<file path="src/rtl/issue_ctrl.sv">
// Scoreboard issue controller between Decode and Execute: register-hazard and
// in-flight-window stalls, plus a front-end flush window after taken redirects.
module issue_ctrl #(
  parameter int unsigned MAX_INFLIGHT = 4,
  parameter int unsigned FLUSH_CYCLES = 2
) (
  input  logic        clk,
  input  logic        rst_n,
  input  logic        dec_valid,
  input  logic [4:0]  dec_rs0,
  input  logic [4:0]  dec_rs1,
  input  logic [4:0]  dec_rdt,
  input  logic        dec_use_rs0,
  input  logic        dec_use_rs1,
  input  logic        dec_wr_rd,
  input  logic        wb_valid,
  input  logic [4:0]  wb_rdt,
  input  logic        br_taken,
  output logic        issue,
  output logic        stall,
  output logic        flush,
  output logic [3:0]  inflight,
  output logic [31:0] busy
);

  localparam int unsigned CNT_W  = 4;
  localparam int unsigned FCNT_W = 3;
  localparam int unsigned SB_W   = 32;
  localparam logic [CNT_W-1:0]  MAX_CNT   = CNT_W'(MAX_INFLIGHT);
  localparam logic [FCNT_W-1:0] FCNT_LOAD = FCNT_W'(FLUSH_CYCLES - 1);

  typedef enum logic {S_RUN, S_FLUSH} state_t;

  state_t            r_state;
  state_t            w_state_nxt;
  logic [FCNT_W-1:0] r_fcnt;
  logic [FCNT_W-1:0] w_fcnt_nxt;
  logic [SB_W-1:0]   r_busy;
  logic [SB_W-1:0]   w_busy_nxt;
  logic [CNT_W-1:0]  r_inflight;
  logic [CNT_W-1:0]  w_inflight_nxt;
  logic              w_run;
  logic              w_hz_rs0;
  logic              w_hz_rs1;
  logic              w_hz_waw;
  logic              w_full;
  logic              w_wb_dec;

  assign busy     = r_busy;
  assign inflight = r_inflight;

  // Hazard detection; a writeback in the same cycle bypasses (write-first regfile).
  always_comb begin
    w_run    = (r_state == S_RUN);
    w_hz_rs0 = dec_use_rs0 & r_busy[dec_rs0] & ~(wb_valid & (wb_rdt == dec_rs0));
    w_hz_rs1 = dec_use_rs1 & r_busy[dec_rs1] & ~(wb_valid & (wb_rdt == dec_rs1));
    w_hz_waw = dec_wr_rd & (dec_rdt != 5'd0) & r_busy[dec_rdt]
             & ~(wb_valid & (wb_rdt == dec_rdt));
    w_full   = (r_inflight == MAX_CNT) & ~wb_valid;
    issue    = rst_n & dec_valid & w_run & ~br_taken
             & ~w_hz_rs0 & ~w_hz_rs1 & ~w_hz_waw & ~w_full;
    stall    = rst_n & dec_valid & w_run & ~br_taken & ~issue;
    flush    = rst_n & (br_taken | ~w_run);
  end

  // Redirect FSM: a taken branch (re)loads the squash countdown.
  always_comb begin
    w_state_nxt = r_state;
    w_fcnt_nxt  = r_fcnt;
    case (r_state)
      S_RUN: begin
        if (br_taken) begin
          w_state_nxt = S_FLUSH;
          w_fcnt_nxt  = FCNT_LOAD;
        end
      end
      S_FLUSH: begin
        if (br_taken) begin
          w_fcnt_nxt = FCNT_LOAD;
        end else if (r_fcnt == '0) begin
          w_state_nxt = S_RUN;
        end else begin
          w_fcnt_nxt = r_fcnt - FCNT_W'(1);
        end
      end
    endcase
  end

  // Scoreboard and window counter; clear before set so a same-cycle reuse stays busy.
  always_comb begin
    w_busy_nxt = r_busy;
    if (wb_valid) begin
      w_busy_nxt[wb_rdt] = 1'b0;
    end
    if (issue & dec_wr_rd & (dec_rdt != 5'd0)) begin
      w_busy_nxt[dec_rdt] = 1'b1;
    end
    w_busy_nxt[0] = 1'b0;

    w_wb_dec       = wb_valid & (r_inflight != '0);
    w_inflight_nxt = r_inflight;
    if (issue & ~w_wb_dec) begin
      w_inflight_nxt = r_inflight + CNT_W'(1);
    end else if (~issue & w_wb_dec) begin
      w_inflight_nxt = r_inflight - CNT_W'(1);
    end
  end

  always_ff @(posedge clk) begin
    if (!rst_n) begin
      r_state    <= S_RUN;
      r_fcnt     <= '0;
      r_busy     <= '0;
      r_inflight <= '0;
    end else begin
      r_state    <= w_state_nxt;
      r_fcnt     <= w_fcnt_nxt;
      r_busy     <= w_busy_nxt;
      r_inflight <= w_inflight_nxt;
    end
  end

endmodule

</file>
<file path="config.mk">
export PLATFORM = sky130hd
export DESIGN_NAME = issue_ctrl
export DESIGN_NICKNAME = d
export VERILOG_FILES = /design/src/rtl/issue_ctrl.sv
export SDC_FILE = /design/constraint.sdc
export NUM_CORES = 1
export LEC_CHECK = 0
export ABC_CLOCK_PERIOD_IN_PS = 9690
export BUFFER_PORTS_ARGS = -buffer_cell sky130_fd_sc_hd__buf_2
export CAP_MARGIN = 20
export CORE_UTILIZATION = 50
export DETAILED_ROUTE_END_ITERATION = 6
export GPL_TIMING_DRIVEN = 1
export PLACE_DENSITY = 0.74
export SKIP_CTS_REPAIR_TIMING = 1
export SLEW_MARGIN = 25
export SYNTH_ARGS = -nofsm -noshare
export SYNTH_HDL_FRONTEND = slang
export SYNTH_SLANG_ARGS = --single-unit
</file>
<file path="constraint.sdc">
create_clock -name clk -period 9.69 [get_ports clk]
set_clock_uncertainty 0.15 [all_clocks]
set_input_delay 0.969 -clock clk [delete_from_list [all_inputs] [get_ports clk]]
set_output_delay 0.969 -clock clk [all_outputs]
set_load 0.03 [all_outputs]
</file>
-- Word-level counts from Yosys, hierarchy flattened
Cells that the tools add are included.
- register bits after elaboration: 40
- latch bits: 0
- bits in writable memories: 0
- memory bits (read-only): 0
- input port bits: 28
- word-level logic and storage cells: 90
- memories kept: 0
- add/subtract/negate cells: 3
- multiply operators: 0
- divide/modulo/power cells: 0
- $lt $le $gt $ge: 6
- eq/ne operators: 6
- shift-type cells: 0
- muxes and demuxes: 22
- bitwise operators: 41
- reduce and logical (&&, ||, !) cells: 7
- operators by type and width (operator ; count):
    $mux 32 ; 2
    $and 32x32->32 ; 1
    $not 32->32 ; 1
    $or 32x32->32 ; 1
    $and 1x1->1 ; 25
    $lt 5x6->1 const B ; 4
    $bmux 1 s5 ; 3
    $eq 5x5->1 ; 3
    $not 1->1 ; 12
    $demux 1 s5 ; 2
    $ge 5x1->1 const B ; 2
    $mux 3 ; 3
    $mux 1 ; 8
    $mux 4 ; 2
    $pmux 3 s2 ; 1
    $reduce_bool 5->1 ; 1
    $add 4x1->4 const B ; 1
    $eq 4x3->1 const B ; 1
    $reduce_bool 4->1 ; 1
    $sub 4x1->4 const B ; 1
    $logic_not 3->1 ; 1
    $ne 3x3->1 const B ; 1
    $sub 3x1->3 const B ; 1
    $logic_and 1x1->1 ; 2
    5 further kinds ; 5

-- Depth between registers and ports, before layout
- depth after elaboration: 13
- mapped depth: 16
- depth with buffers taken out: 14

-- Worst setup path before layout
OpenSTA, ideal clock, no wires.
- path kind: in2out
- from: input port dec_rdt[1]
- to: output port stall
- data arrival time: 3.435 ns
- data required time: 8.571 ns
- setup slack: 5.136 ns
- cell stages on the path: 9
- buffers on the path: 2
- cell sequence: buf_2 > buf_2 > mux2i_1 > nor3b_1 > o21ai_0 > a32oi_1 > o21ai_0 > o21ba_2 > nor4b_1
- cells in the longest elaborated chain, start to end: 9
- elaborated cells between the ends (all ways): 14
- RTL lines (item ; RTL line ; RTL):
    from (decl) ; 12 ; input logic [4:0] dec_rdt,
    $bmux 1 s5, or another cell as far along ; 57 ; w_hz_waw = dec_wr_rd & (dec_rdt != 5'd0) & r_busy[dec_rdt]
    $mux 1 (implied by the code), or another cell as far along ; 57 ;
    $and 1x1->1 or $not 1->1 (tied branches) ; 57, 58 ;
    $and 1x1->1 (*) ; 58 ; & ~(wb_valid & (wb_rdt == dec_rdt));
    $not 1->1 (*) ; 61 ; & ~w_hz_rs0 & ~w_hz_rs1 & ~w_hz_waw & ~w_full;
    $and 1x1->1 (*) (2 in a row) ; 61 ;
    named net issue ; 19 ; output logic issue,
    $not 1->1 (*) ; 62 ; stall = rst_n & dec_valid & w_run & ~br_taken & ~issue;
    $and 1x1->1 (*) ; 62 ;
    to (decl) ; 20 ; output logic stall,
Mark *: on every way through the listed nets, which the timed path passes. The rest lies on a longest branch. The select of a mux whose other input is x is not followed.

-- Worst setup path after layout
- from: input port dec_rdt[1]
- to: output port stall
- cells in the longest elaborated chain, start to end: 9
- elaborated cells between the ends (all ways): 14
- RTL lines (item ; RTL line):
    $bmux 1 s5, or another cell as far along ; 57
    $mux 1 (implied by the code), or another cell as far along ; 57
    $and 1x1->1 or $not 1->1 (tied branches) ; 57, 58
    $and 1x1->1 (*) ; 58
    $not 1->1 (*) ; 61
    $and 1x1->1 (*) (2 in a row) ; 61
    $not 1->1 (*) ; 62
    $and 1x1->1 (*) ; 62
Mark *: on every way between the ends. The rest lies on a longest branch, timed or not. The select of a mux whose other input is x is not followed.

==> flow_metrics.env <==
export IMPL_crit_type="input port to output pin"
export IMPL_grt_pass1_vias=2627
export IMPL_violations="design-rule violations"
export IMPL_fin_crit_sh_pct=46.3
export IMPL_synth_edf_count=0
export IMPL_fmax_mhz=223
export IMPL_grt_max_degree=47
export IMPL_dominantRegCellSynth="dfxtp_1"
export IMPL_portBuffers=65
export IMPL_grt_pass1_wl_um=13600
export IMPL_grt_remaining_overflow=0
export IMPL_arrival_ps=3360
export IMPL_clockRootBuffer="clkbuf_8"
export IMPL_antenna_found_initial=0
export IMPL_peakVddDrop_uv=75.4
export IMPL_die_w_um=80.1
export IMPL_holdPathEnd="r_fcnt[1]"
export IMPL_rows=28
export IMPL_numCtsBuffers=5
export IMPL_r2r_setup_slack_ps=6230
export IMPL_max_slew_margin_rel_pct=49.0
export IMPL_drc=2
export IMPL_drt_iter0_markers=326
export IMPL_r2r_end="inflight[3]"
export IMPL_syn_instance_count=343
export IMPL_cp_start_kind="input port"
export IMPL_start_util_pct=51.5
export IMPL_fin_util_pct=57.7
export IMPL_max_cap_violations=0
export IMPL_status="finished, violations left"
export IMPL_rsz0062_at_grt="no"
export IMPL_post_drt_wl_per_cell_um=19.2
export IMPL_synthTopCellsByCount="dfxtp_1, o211ai_1, nand2_1, o21ai_0, clkbuf_1"
export IMPL_yosysTopAreaCellShare_pct=25.6
export IMPL_hold_viol=0
export IMPL_core_mm2=0.00592
export IMPL_p_leak_uw=0.00133
export IMPL_drt_pass1_iter_count=7
export IMPL_ys_seq_elements=39
export IMPL_htree_levels=2
export IMPL_ys_top_cells_by_area="dfxtp_1, mux4_2, o211ai_1"
export IMPL_cts_buffer_depth=2
export IMPL_netlist_cell_type_count=53
export IMPL_yosysMostFrequentCell="dfxtp_1"
export IMPL_antenna_left=0
export IMPL_hold_path_class="register to register"
export IMPL_drive_gt1_share_pct=27.2
export IMPL_synth_warnings=0
export IMPL_wl_um=8730
export IMPL_crit_fanout=25
export IMPL_final_nets=412
export IMPL_setup_viol=0
export IMPL_diodes=0
export IMPL_dp_hpwl_um=6420
export IMPL_min_period_ps=4480
export IMPL_syn_to_final_growth_pct=12.0
export IMPL_clkLatencyLatePin_ps=300
export IMPL_fp_dieH_um=80.1
export IMPL_async_flop_share_pct=0
export IMPL_yosys_area_top_type="dfxtp_1"
export IMPL_vias_per_cell=6.56
export IMPL_place_gp_congestion=0.880
export IMPL_die_area_mm2=0.00642
export IMPL_cts_tree="built"
export IMPL_worst_slew_pin_slew_ps=766
export IMPL_synth_avg_cell_area_um2=8.90
export IMPL_final_max_slew_viol_count=0
export IMPL_clkTransAtPathRegs_ps=80
export IMPL_timing_rr_start="busy[14]"
export IMPL_grt_usage_pct=28.2
export IMPL_syn_num_nets=377
export IMPL_tns_ps=0
export IMPL_numClockSinks=39
export IMPL_powerDensity_mw_per_mm2=126
export IMPL_cp_end_kind="output pin"
export IMPL_hp_start="r_fcnt[1]"
export IMPL_hold_path_depth=2
export IMPL_required_ps=8570
export IMPL_ios=67
export IMPL_seq_area_frac_synth_pct=25.6
export IMPL_syn_area_mm2=0.00305
export IMPL_ff2ff_path_depth=13
export IMPL_dr_total_vias=2980
[logic make-up after synthesis]
group,count (synthesis),share of synthesized area (%)
mux,35,17.8
buf+inv,46,6.52
compound gates,96,23.9
simple gates,101,18.0
xor+xnor,19,5.45
fa+ha+maj,6,2.71
other cells,1,0.123
flops,39,25.6
[worst max path at each step]
| stage | from | to | slack (ps) |
|---|---|---|---|
| detailed placement | dec_rdt[1] | stall | 5150 |
| CTS | dec_rdt[1] | stall | 5210 |
| global route | dec_rdt[1] | stall | 5030 |
| finish | dec_rdt[1] | stall | 5210 |
| floorplan | dec_rdt[1] | stall | 5140 |
| global placement | dec_rdt[1] | inflight[3] | 5310 |
[routing by layer]
metal / part of all wire [%] / routed length [µm] / global-route usage [%] / vias to the layer above
met4: 2.5 / 215 / 11.4 / 0
met5: 0 / 0 / 0 / -
met2: 46 / 4050 / 44.4 / 165
met3: 8.6 / 751 / 5.11 / 16
li1: - / - / - / 1361
met1: 42 / 3710 / 38.0 / 1438
[where the power goes]
part	switching (µW)	total, µW	internal (µW)
clock	61.7	138	76.7
sequential	8.23	175	167
combinational	70.4	117	46.6
[cells in the final DEF, fill, tap and decap left out, drive strengths merged, types with 3 or more instances in the layout]
cell and count:
clkbuf 5, xnor2 11, buf 65, nand3 10, a211oi 3, nor2b 9
o21a 3, nand4 3, and2 3, or3b 3, o211ai 32, mux2 3
ha 5, nor3b 4, o31ai 9, nor4b 3, o21ai 24, dfxtp 39
mux2i 17, nand2 28, nor3 4, inv 9, or3 3, mux4 15
nand3b 6, xor2 8, nand2b 7, o41ai 9, nor2 12
[per-stage QoR]
stage | setup slack (ps) | total power, µW | std cells | hold slack, ps | cell area [µm²]
3_5_place_dp | 5150 | 294 | 446 | 342 | 3310
3_3_place_gp | 5310 | 290 | 446 | 336 | 3310
2_1_floorplan | 5140 | 268 | 343 | 328 | 3050
6_report | 5210 | 430 | 454 | 351 | 3420
5_1_grt | 5030 | 452 | 454 | 380 | 3420
4_1_cts | 5210 | 431 | 454 | 355 | 3420
[worst max-delay path: stages]
cell and delay [ps]:
buf_2 500, nand2b_1 360, o32ai_1 320, nand2b_1 80, a32oi_1 160, o21ai_0 150
o21ba_2 250, nor4b_1 300, buf_2 250
[layout make-up]
cell class                 instances  area [µm²]
clock buffer                       5        68.8
clock inverter                     3        43.8
fill                             524        2500
inverter                           9        33.8
multi-input combinational        258        2070
sequential                        39         781
tap                               75        93.8
timing repair buffer              65         325
[sequential cells by signal, summed over array words and instances (netlist names)]
signal	cells
inflight	4
r_state	1
busy	31
r_fcnt	3
Power figures use the tool's default switching activity.
